===== src/rtl/flappy_pkg.sv =====
// Geometry and coordinate types shared by the game producers and game_render_controller,
// so collision, scoring and render geometry all agree.
package flappy_pkg;

    localparam int COORD_W  = 17;
    localparam int SCREEN_W = 640;
    localparam int SCREEN_H = 480;
    localparam int PIPE_W   = 52;
    localparam int BIRD_X   = 160;

    typedef logic signed [COORD_W-1:0] coord_t;

    // Widen a plain integer constant into the signed coordinate domain.
    function automatic coord_t to_coord(input int v);
        return coord_t'(v);
    endfunction

endpackage


===== src/rtl/pipe_scroller_lfsr16.sv =====
// Free-running 16-bit Galois LFSR (x^16+x^14+x^13+x^11+1); a nonzero seed keeps it off zero.
module lfsr16 (
    input  logic        clock,
    input  logic        resetn,
    input  logic [15:0] seed,
    output logic [15:0] q
);

    localparam logic [15:0] TAPS = 16'hB400;

    always_ff @(posedge clock) begin
        if (!resetn) begin
            q <= seed;
        end else begin
            q <= {1'b0, q[15:1]} ^ (q[0] ? TAPS : 16'h0000);
        end
    end

endmodule


===== src/rtl/pipe_scroller.sv =====
// Scrolls three pipe pairs left at a divided rate, respawning each off the right edge
// with an LFSR-chosen gap height; emits an update strobe and a score pulse.
module pipe_scroller
    import flappy_pkg::COORD_W;
    import flappy_pkg::coord_t;
    import flappy_pkg::to_coord;
#(
    parameter int          SPEED_DIVIDER  = 500000,
    parameter int          STEP           = 1,
    parameter int          SCREEN_W       = flappy_pkg::SCREEN_W,
    parameter int          PIPE_W         = flappy_pkg::PIPE_W,
    parameter int          PIPE_SPACING   = 240,
    parameter int          GAP_MIN_Y      = 40,
    parameter int          GAP_RANGE_LOG2 = 8,
    parameter int          BIRD_X         = flappy_pkg::BIRD_X,
    parameter logic [15:0] LFSR_SEED      = 16'hACE1
) (
    input  logic                      clock,
    input  logic                      resetn,
    input  logic                      iRun,
    input  logic                      iRestart,
    output logic signed [COORD_W-1:0] oPipe1X,
    output logic signed [COORD_W-1:0] oPipe2X,
    output logic signed [COORD_W-1:0] oPipe3X,
    output logic signed [COORD_W-1:0] oPipe1Y,
    output logic signed [COORD_W-1:0] oPipe2Y,
    output logic signed [COORD_W-1:0] oPipe3Y,
    output logic                      oUpdate,
    output logic                      oScore
);

    localparam int                 CNT_W      = $clog2(SPEED_DIVIDER);
    localparam logic [CNT_W-1:0]   CNT_LAST   = CNT_W'(SPEED_DIVIDER - 1);
    localparam logic [CNT_W-1:0]   CNT_ONE    = CNT_W'(1);
    localparam int                 NUM_PIPES  = 3;

    localparam coord_t STEP_C     = to_coord(STEP);
    localparam coord_t NEG_PIPE_W = to_coord(-PIPE_W);
    localparam coord_t RESPAWN_DX = to_coord(NUM_PIPES * PIPE_SPACING);
    localparam coord_t PIPE_W_C   = to_coord(PIPE_W);
    localparam coord_t BIRD_X_C   = to_coord(BIRD_X);
    localparam coord_t Y_INIT     = to_coord(GAP_MIN_Y + (1 << (GAP_RANGE_LOG2 - 1)));

    function automatic coord_t init_x(input int k);
        return to_coord(SCREEN_W + k * PIPE_SPACING);
    endfunction

    // Gap top drawn from the low LFSR bits, zero-extended so it never goes below GAP_MIN_Y.
    function automatic coord_t respawn_y(input logic [15:0] r);
        return to_coord(GAP_MIN_Y) + coord_t'(r[GAP_RANGE_LOG2-1:0]);
    endfunction

    logic [15:0]      lfsr_q;
    logic [CNT_W-1:0] cnt_p0;
    logic             tick_p0;
    coord_t           xn_p0    [NUM_PIPES];
    coord_t           x_d_p0   [NUM_PIPES];
    coord_t           y_d_p0   [NUM_PIPES];
    logic             cross_p0 [NUM_PIPES];
    logic             any_cross_p0;

    coord_t           x_p1     [NUM_PIPES];
    coord_t           y_p1     [NUM_PIPES];
    logic             vld_p1;
    logic             score_p1;

    lfsr16 u_lfsr (
        .clock  (clock),
        .resetn (resetn),
        .seed   (LFSR_SEED),
        .q      (lfsr_q)
    );

    // Stage p0: divider tick and next-position arithmetic for every pipe.
    assign tick_p0 = iRun && (cnt_p0 == CNT_LAST);

    always_comb begin
        any_cross_p0 = 1'b0;
        for (int k = 0; k < NUM_PIPES; k++) begin
            xn_p0[k]    = x_p1[k] - STEP_C;
            cross_p0[k] = ((x_p1[k] + PIPE_W_C) >= BIRD_X_C) &&
                          ((xn_p0[k] + PIPE_W_C) < BIRD_X_C);
            if (xn_p0[k] < NEG_PIPE_W) begin
                x_d_p0[k] = xn_p0[k] + RESPAWN_DX;
                y_d_p0[k] = respawn_y(lfsr_q);
            end else begin
                x_d_p0[k] = xn_p0[k];
                y_d_p0[k] = y_p1[k];
            end
            any_cross_p0 = any_cross_p0 | cross_p0[k];
        end
    end

    always_ff @(posedge clock) begin
        if (!resetn) begin
            cnt_p0 <= '0;
        end else if (iRestart) begin
            cnt_p0 <= '0;
        end else if (iRun) begin
            cnt_p0 <= tick_p0 ? '0 : cnt_p0 + CNT_ONE;
        end
    end

    // Stage p1: registered positions and strobes, visible the cycle after the tick.
    always_ff @(posedge clock) begin
        if (!resetn) begin
            for (int k = 0; k < NUM_PIPES; k++) begin
                x_p1[k] <= init_x(k);
                y_p1[k] <= Y_INIT;
            end
            vld_p1   <= 1'b0;
            score_p1 <= 1'b0;
        end else if (iRestart) begin
            for (int k = 0; k < NUM_PIPES; k++) begin
                x_p1[k] <= init_x(k);
                y_p1[k] <= Y_INIT;
            end
            vld_p1   <= 1'b1;
            score_p1 <= 1'b0;
        end else begin
            vld_p1   <= tick_p0;
            score_p1 <= tick_p0 && any_cross_p0;
            if (tick_p0) begin
                for (int k = 0; k < NUM_PIPES; k++) begin
                    x_p1[k] <= x_d_p0[k];
                    y_p1[k] <= y_d_p0[k];
                end
            end
        end
    end

    assign oPipe1X = x_p1[0];
    assign oPipe2X = x_p1[1];
    assign oPipe3X = x_p1[2];
    assign oPipe1Y = y_p1[0];
    assign oPipe2Y = y_p1[1];
    assign oPipe3Y = y_p1[2];
    assign oUpdate = vld_p1;
    assign oScore  = score_p1;

endmodule


===== config.mk =====
export PLATFORM = sky130hd
export DESIGN_NAME = pipe_scroller
export DESIGN_NICKNAME = d
export VERILOG_FILES = /design/src/rtl/flappy_pkg.sv /design/src/rtl/pipe_scroller_lfsr16.sv /design/src/rtl/pipe_scroller.sv
export SDC_FILE = /design/constraint.sdc
export NUM_CORES = 1
export LEC_CHECK = 0
export BUFFER_PORTS_ARGS = -buffer_cell sky130_fd_sc_hd__clkbuf_2
export CAP_MARGIN = 20
export CORE_ASPECT_RATIO = 1.1
export CORE_UTILIZATION = 35
export CTS_CLUSTER_SIZE = 16
export DETAILED_ROUTE_END_ITERATION = 7
export HOLD_SLACK_MARGIN = 0.05
export PLACE_DENSITY_LB_ADDON = 0.1
export SLEW_MARGIN = 20
export SYNTH_ARGS = -nofsm -noshare
export SYNTH_HDL_FRONTEND = slang
export SYNTH_SLANG_ARGS = --single-unit
export TNS_END_PERCENT = 50

===== constraint.sdc =====
create_clock -name clock -period 3.4 [get_ports clock]
set_input_delay 0.34 -clock clock [delete_from_list [all_inputs] [get_ports clock]]
set_output_delay 0.34 -clock clock [all_outputs]
set_load 0.1 [all_outputs]

==> results.toml <==
[cts]
clkLatencyLatePin_ns = 0.43
cts_made_buffers = 17
clkSinkCount = 115
cts-root-buf = "clkbuf_16"
htreeDepth = 4
cts_buffer_depth = 2
cts_tree = "built"
cts_hold_buf = 0
path_clk_slew_ns = 0.06

[power]
leakage_nw = 3.57
vdd_drop_max_mv = 0.339
pwr_density_cell_mw_per_mm2 = 477

[drt]
via_per_inst = 5.08
ant_nets = 0
drtIter0Drc = 360
vias = 6360
drt-total-wl_um = 19900
remaining_drc_errors = 0
wl_per_cell_um = 15.9
drt_pass1_iterations = 5

[yosys]
synth_area_leaders = "edfxtp_1 (31%), dfxtp_1 (10%), xnor2_1 (7.5%)"
ys_ff_latch = 115
synth_top_area_cell = "edfxtp_1"
async_flop_share_pct = 0
avgSynthCellArea_sq_um = 9.35
syn-instance-count = 796
netlist_area_sq_mm = 0.00744
synth_warnings = 0
yosysSeqAreaShare_pct = 41.4
synth_most_common_cell = "nor2_1"
yosys_most_used_dff = "edfxtp_1"
synth_cell_type_count = 82
synth_edf_count = 78
synth_common_cells = "nor2_1 (97), edfxtp_1 (78), nand2_1 (65)"
synth_top_area_share_pct = 31.5

[die]
start_util_pct = 35.9
coreArea_sq_mm = 0.0207
die_x_um = 141
dieArea_sq_mm = 0.0219
die_y_um = 155
io_pins = 108
rows = 55

[global_routing]
grt_remaining_overflow = 0
grt_util_met1_pct = 24.0
top_usage_layer = "met2"
grt.total_usage_pct = 18.9
grtUsageMet3_pct = 3.60
grt_pass1_wl_um = 32500
grt_antenna_before_repair = 0
grt_util_met2_pct = 32.3
grt_pass1_vias = 6294
grt_start_max_net_pins = 60

[worst_setup_path]
path_class = "flop to flop"
crit_fanout = 4
endpoint_kind = "flop"
cp.arrival_ns = 3.73
critPathBufInv = 2
critPathMaxStageDelay_ns = 0.56
cp.required_ns = 3.74
cp_cell_sequence = "or4_4 -> o21a_1 -> or2_4 -> inv_4 -> ha_4 -> nand2_1 -> o311a_4 -> buf_4 -> maj3_1 -> nand3_1 -> o211ai_1 -> a221oi_2 -> o21ai_1 -> a41oi_1"
critPathTopFamily = "compound AO/OA/AOI/OAI gates"
critPathSlowestCell = "or4_4"
critPathLaunchType = "flop"

[sta]
fin_crit_sh_pct = 99.7
fin_ws_ns = 0.00937
fin_tns_setup_ns = 0
rsz0062_at_grt = "true"
fin_worst_skew_ns = 0.0119
hold_violations = 0
fin_crit_ns = 3.39
slew_violations = 0
setup_viol = 0
worst_pin_slew_ns = 1.04
fmax_ghz = 0.295
max-slew-margin-rel_pct = 30.3

[placement]
post-place-ws_ns = -0.0489
gp_congestion = 0.834
io_buffers = 83
dpl.hpwl_um = 14600

[final_layout]
fin_util_pct = 45.9
regArea_sq_mm = 0.00308
syn2layout_area_growth_pct = 27.9
drive_gt1_share_pct = 28.9
fillers = 2008
multi_input_area_sq_mm = 0.00425
diodes = 0
fin_nets = 972

[job]
drv_cap = 0

[status]
status = "finished clean"

[worst_hold_path]
min_path_type = "input pin to flop"
==> cell type report <==
type,count,area share [%]
inverter,17,0.697
multi-input combinational,624,44.7
tap,285,3.75
timing repair buffer,179,12.1
sequential,115,32.4
clock inverter,15,1.93
clock buffer,17,4.47
==> path summary, 6_finish.rpt <==
kind	slack [ns]	cells past startpoint	from	end
worst max-delay path	0.009	14	x_p1[0][2]	oScore
worst max register to register	0.009	14	x_p1[0][2]	oScore
worst min register to register	0.41	1	u_lfsr.q[8]	u_lfsr.q[7]
worst min-delay path	0.19	3	iRestart	oUpdate
==> logic make-up (layout without fill, tap and decap cells) <==
logic type / after synthesis / in the layout / share of synthesized area, %
DFF: 115 / 115 / 41.4
muxes: 4 / 4 / 0.555
xor gates and xnor gates: 109 / 109 / 12.9
adders and majority gates: 16 / 16 / 2.62
buffers and inverters: 80 / 228 / 6.30
AOI/OAI and AO/OA: 112 / 112 / 10.8
other: 1 / 24 / 0.0504
and+or+nand+nor: 359 / 359 / 25.3
==> per-stage QoR <==
stage / hold slack [ns] / cells / instance area [sq um] / total power [mW]
2_1_floorplan: 0.386 / 819 / 7700 / 2.51
3_3_place_gp: 0.389 / 1210 / 8680 / 2.71
3_5_place_dp: 0.399 / 1210 / 8680 / 2.71
4_1_cts: 0.165 / 1247 / 9370 / 4.56
5_1_grt: 0.198 / 1252 / 9520 / 4.71
6_report: 0.190 / 1252 / 9520 / 4.54
==> metal layers <==
| metal | vias up | part of all wire, % |
|---|---|---|
| met5 | - | 0 |
| met3 | 29 | 3.3 |
| met2 | 136 | 49 |
| met4 | 0 | 1.4 |
| met1 | 3069 | 46 |
| li1 | 3126 | - |
==> worst min-delay path, delay by kind of cell <==
| kind | cells | cell delay [ns] |
|---|---|---|
| buffers and inverters | 2 | 0.15 |
| AO/OA/AOI/OAI | 1 | 0.08 |
==> power by group <==
group	internal (mW)	leakage [nW]	total, mW	switching (mW)
Sequential	1.55	1.12	1.60	0.0512
Combinational	0.292	2.16	1.12	0.828
Clock	0.998	0.298	1.81	0.816
Total	2.84	3.57	4.54	1.69
==> state kept, by name, indices dropped and copies added, names as in the netlist <==
register,count
x_p1,51
y_p1,27
cnt_p0,19
u_lfsr.q,16
oScore,1
oUpdate,1
==> timing repair <==
item | in CTS | in global routing
endpoints found under the setup margin | 12 | 40
buffers inserted | 5 | 5
gates cloned | 0 | 0
pin swaps | 8 | 7
gates resized for setup | 6 | 19
==> cell usage in the layout (no fill, tap or decap), types with 11 or more instances in the layout <==
master / n
inv_1: 15
ha_1: 13
and2_1: 14
clkbuf_16: 17
xnor2_1: 61
nand4_1: 14
nand2b_1: 17
dfxtp_1: 37
o21ai_0: 15
a21oi_1: 21
clkbuf_2: 83
xor2_1: 43
nand3_1: 26
nor4_1: 17
nor3_1: 27
edfxtp_1: 78
nor2_1: 96
buf_4: 95
nand2_1: 62
or3_1: 11
conb_1: 24
Power figures use the tool's default switching activity.
